[src/rtl/id_ex_hazard_ctl.sv]
// Hazard/stall controller at the ID/EX consumer end: load-use stalls, multi-cycle
// MDU stalls, MEM-resolved branch flushes and a saturating stall-cycle counter.
module id_ex_hazard_ctl #(
    parameter int MDU_LATENCY = 4,
    parameter int CNT_W       = 16
) (
    input  logic             clk,
    input  logic             rst,
    input  logic [4:0]       id_rs,
    input  logic [4:0]       id_rt,
    input  logic             id_uses_rt,
    input  logic [2:0]       ex_mem_ctl,
    input  logic [4:0]       ex_rt,
    input  logic             ex_mdu_start,
    input  logic             mem_branch_taken,
    output logic             pc_write,
    output logic             ifid_write,
    output logic             ifid_flush,
    output logic             idex_write,
    output logic             idex_bubble,
    output logic             exmem_bubble,
    output logic             mdu_busy,
    output logic             mdu_done,
    output logic [CNT_W-1:0] stall_cycles
);

    typedef enum logic {IDLE, MDU_BUSY} state_t;

    // The start cycle already stalls, so MDU_BUSY spans MDU_LATENCY-2 cycles and the
    // whole op stalls MDU_LATENCY-1; the counter value is the remaining busy cycles minus one.
    localparam logic [3:0] MDU_LOAD = 4'((MDU_LATENCY > 2) ? MDU_LATENCY - 3 : 0);

    state_t     state, state_nxt;
    logic [3:0] mdu_cnt, mdu_cnt_nxt;
    logic       lu;

    assign lu = ex_mem_ctl[1] && (ex_rt != 5'd0) &&
                ((ex_rt == id_rs) || (id_uses_rt && (ex_rt == id_rt)));

    always_comb begin
        // NOTE: every output and next-state value gets a default first so no path infers a latch.
        pc_write     = 1'b1;
        ifid_write   = 1'b1;
        ifid_flush   = 1'b0;
        idex_write   = 1'b1;
        idex_bubble  = 1'b0;
        exmem_bubble = 1'b0;
        mdu_busy     = 1'b0;
        mdu_done     = 1'b0;
        state_nxt    = state;
        mdu_cnt_nxt  = mdu_cnt;

        if (mem_branch_taken) begin
            // The EX instruction is squashed, so an MDU start or an op in flight is dropped.
            ifid_flush   = 1'b1;
            idex_bubble  = 1'b1;
            exmem_bubble = 1'b1;
            state_nxt    = IDLE;
            mdu_cnt_nxt  = 4'd0;
        end else if (state == MDU_BUSY) begin
            pc_write     = 1'b0;
            ifid_write   = 1'b0;
            idex_write   = 1'b0;
            exmem_bubble = 1'b1;
            mdu_busy     = 1'b1;
            if (mdu_cnt == 4'd0) begin
                mdu_done  = 1'b1;
                state_nxt = IDLE;
            end else begin
                mdu_cnt_nxt = mdu_cnt - 4'd1;
            end
        end else if (ex_mdu_start) begin
            pc_write     = 1'b0;
            ifid_write   = 1'b0;
            idex_write   = 1'b0;
            exmem_bubble = 1'b1;
            state_nxt    = MDU_BUSY;
            mdu_cnt_nxt  = MDU_LOAD;
        end else if (lu) begin
            // One bubble into ID/EX; next cycle the load sits in MEM and the hazard clears.
            pc_write    = 1'b0;
            ifid_write  = 1'b0;
            idex_bubble = 1'b1;
        end
    end

    always_ff @(posedge clk) begin
        if (rst) begin
            state        <= IDLE;
            mdu_cnt      <= 4'd0;
            stall_cycles <= '0;
        end else begin
            // NOTE: registered state uses non-blocking assignments so every flop samples pre-edge values.
            state   <= state_nxt;
            mdu_cnt <= mdu_cnt_nxt;
            if (!pc_write && (stall_cycles != {CNT_W{1'b1}}))
                stall_cycles <= stall_cycles + CNT_W'(1);
        end
    end

endmodule
[config.mk]
export PLATFORM = sky130hd
export DESIGN_NAME = id_ex_hazard_ctl
export DESIGN_NICKNAME = d
export VERILOG_FILES = /design/src/rtl/id_ex_hazard_ctl.sv
export SDC_FILE = /design/constraint.sdc
export NUM_CORES = 1
export LEC_CHECK = 0
export ABC_CLOCK_PERIOD_IN_PS = 5300
export CORE_AREA = 2 2 56 58
export CTS_CLUSTER_DIAMETER = 80
export CTS_CLUSTER_SIZE = 14
export DETAILED_ROUTE_END_ITERATION = 8
export DIE_AREA = 0 0 58 60
export HOLD_SLACK_MARGIN = 0.06
export PLACE_DENSITY = 0.9
export REMOVE_ABC_BUFFERS = 1
export SLEW_MARGIN = 15
export SYNTH_ARGS = -nofsm -noshare
export SYNTH_HDL_FRONTEND = slang
export SYNTH_SLANG_ARGS = --single-unit
[constraint.sdc]
create_clock -name clk -period 5.3 [get_ports clk]
set_input_delay 1.06 -clock clk [delete_from_list [all_inputs] [get_ports clk]]
set_output_delay 1.06 -clock clk [all_outputs]
set_load 0.005 [all_outputs]
==> impl_metrics.json <==
{
  "run_status": "finished clean",
  "routed.top_layer": "met4",
  "ys.warnings.count": 0,
  "crit_top_cell": "clkdlybuf4s50_1",
  "grt.overflow.total": 0,
  "setup_viol": 0,
  "yosys.area.top_type": "dfxtp_1",
  "die_w_um": 58,
  "cts_hold_buf": 0,
  "synth_most_common_cell": "dfxtp_1",
  "wl_met1_mm": 1.316,
  "cp.arrival_ns": 3.36,
  "path_class": "primary input to primary output",
  "fin_skew_ns": 0.006481,
  "root_buffer": "clkbuf_4",
  "port-buffer-count": 44,
  "combPwrFrac": 0.201,
  "dr_wl_met2_mm": 1.299,
  "synth_top_area_frac": 0.3218,
  "start_util": 0.4500,
  "fin_tns_setup_ns": 0,
  "dp_cells": 225,
  "netlist_instances": 156,
  "p_int_uw": 222.2,
  "hp-class": "flip-flop to flip-flop",
  "tightest_slew_ns": 0.9580,
  "htree_levels": 1,
  "nets": 222,
  "core_um2": 2903,
  "diodes": 0,
  "clk_latency_ns": 0.31,
  "grt_pass1_wl_mm": 4.595,
  "hold_violations": 0,
  "worst_ep_required_time_ns": 4.24,
  "ant_nets": 0,
  "drtIter0Drc": 42,
  "clk_pin_slew_ns": 0.12,
  "critPathCaptureType": "primary output",
  "relSlewSlack": 0.3593,
  "rows": 20,
  "fmax_mhz": 226.0,
  "avgSynthCellArea_um2": 8.373,
  "ys_seq_area_frac": 0.3218,
  "vias": 1239,
  "synthTopCellsByArea": "dfxtp_1 32%, xnor2_1 7.4%, mux2_1 6.0%",
  "vias_per_cell": 5.410,
  "p_switching_uw": 79.47,
  "cpMaxStageDelayCell": "or4_4",
  "dieArea_um2": 3480,
  "pwr-share-clk": 0.259,
  "cts_made_buffers": 3,
  "layout_min_cycle_time_ns": 4.424,
  "wl_mm": 2.870,
  "clock-sinks": 21,
  "synth_cell_types": 42,
  "syn2layout_area_growth_pct": 35.44,
  "ir_drop_v": 0.0001621,
  "startpoint_type": "primary input",
  "sw_frac_of_total": 0.2634,
  "io_pins": 47,
  "p_seq_frac": 0.540,
  "cts_setup_buffers": 0,
  "crit_chain": "clkdlybuf4s50_1 > or4_4 > o21ai_4 > o21a_1 > or2_2 > clkdlybuf4s50_1",
  "grt_max_degree": 30,
  "globalplace.congestion": 0.7333,
  "synth.ff_latch_count": 21,
  "antenna_found_initial": 0,
  "ys_top_cells_by_count": "21 x dfxtp_1, 18 x nor2_1, 11 x xnor2_1, 9 x nand3_1, 9 x nor2b_1",
  "dp_hpwl_mm": 2.091,
  "drv_slew": 0,
  "clock_path_buffers": 2,
  "grt_pass1_vias": 1094,
  "dr.pass1.iters": 5,
  "grt_setup_unrepaired": "no",
  "fin_crit_sh": 0.8347,
  "cts_resized": 0,
  "crit_fanout": 11,
  "die_h_um": 60,
  "cts_tree": "done",
  "pwr_density_cell_nw_per_um2": 170.5,
  "drc_errors": 0,
  "stdcell_count": 229,
  "netlist_area_um2": 1306,
  "p_leak_nw": 0.6106,
  "cap_violations": 0,
  "layout-drive-gt1-share": 0.06122,
  "async_reset_ff_frac": 0,
  "track_usage": 0.1687,
  "avgRoutedWirePerCell_um": 12.53,
  "max_stage_delay_ns": 0.57,
  "dr_wl_met3_um": 204,
  "ys.flop_type": "dfxtp_1",
  "synth_edf_count": 0
}
[layout make-up]
cell class / instances / area, um2
Fill cell: 270 / 1134
Multi-Input combinational cell: 123 / 824.5
Timing Repair Buffer: 44 / 440.4
Sequential cell: 21 / 420.4
Tap cell: 33 / 41.29
Clock buffer: 3 / 22.52
Inverter: 4 / 15.01
Clock inverter: 1 / 5.005
[cell families after synthesis]
group                    after synthesis  synth area share
AO/OA/AOI/OAI                         23            0.1245
XOR/XNOR                              12           0.08046
buffers and inverters                 12           0.04692
multiplexers                           9           0.07950
adder cells (fa/ha/maj)                2           0.01915
AND/OR/NAND/NOR                       77            0.3276
flip-flops                            21            0.3218
[power groups by stage]
stage	Combinational [mW]	Sequential [mW]	Clock, mW
finish	0.0606	0.163	0.0782
global placement	0.0596	0.166	0
CTS	0.0613	0.163	0.0816
detailed placement	0.0612	0.166	0
floorplan	0.0256	0.166	0
global route	0.0672	0.163	0.0860
[path summary, 6_finish.rpt]
| path | from | endpoint | slack, ns | depth (start not counted) |
|---|---|---|---|---|
| max | ex_rt[1] | pc_write | 0.88 | 6 |
| min reg2reg | stall_cycles[4] | stall_cycles[4] | 0.51 | 2 |
| max reg2reg | stall_cycles[0] | stall_cycles[15] | 3.31 | 6 |
| min | stall_cycles[4] | stall_cycles[4] | 0.51 | 2 |
[per-layer routing]
metal / vias to the layer above / track usage
met5: - / 0
met4: 0 / 0.08638
met3: 4 / 0.04329
met2: 34 / 0.2890
met1: 564 / 0.1942
li1: 637 / -
[sequential cells by signal, indices dropped and copies added (netlist names)]
register,count
stall_cycles,16
mdu_cnt,4
state,1
[per-stage QoR]
| step | total power, mW | hold slack [ns] | utilization | area [um2] | setup WS [ns] |
|---|---|---|---|---|---|
| after floorplan | 0.1915 | 0.4659 | - | 1260 | 2.010 |
| after global placement | 0.2260 | 0.4829 | 0.6000 | 1742 | 0.9021 |
| after detailed placement | 0.2276 | 0.4884 | 0.6000 | 1742 | 0.8682 |
| after CTS | 0.3058 | 0.5106 | 0.6095 | 1769 | 0.8632 |
| after global routing | 0.3165 | 0.5215 | 0.6095 | 1769 | 0.7632 |
| final | 0.3017 | 0.5114 | 0.6095 | 1769 | 0.8762 |
[critical path, delay by kind of cell]
| family | cells | cell delay [ns] |
|---|---|---|
| AND/OR/NAND/NOR | 2 | 0.76 |
| AO/OA/AOI/OAI | 2 | 0.57 |
| buffers and inverters | 2 | 0.97 |
[cell usage in the layout (no fill, tap or decap), types with 2 or more instances in the layout]
master           instances
a21o_1                   3
clkdlybuf4s50_1         44
nor2b_1                  9
or3_1                    6
nor2_1                  18
nand2_1                  6
nor4_1                   6
ha_1                     2
xnor2_1                 11
inv_1                    4
nand4_1                  4
and3_1                   2
a21oi_1                  7
mux2_1                   7
nand3_1                  9
o21ai_0                  5
nand4b_1                 2
dfxtp_1                 21
or2_2                    2
nor3_1                   5
clkbuf_4                 3
(Power assumes the default switching activity.)
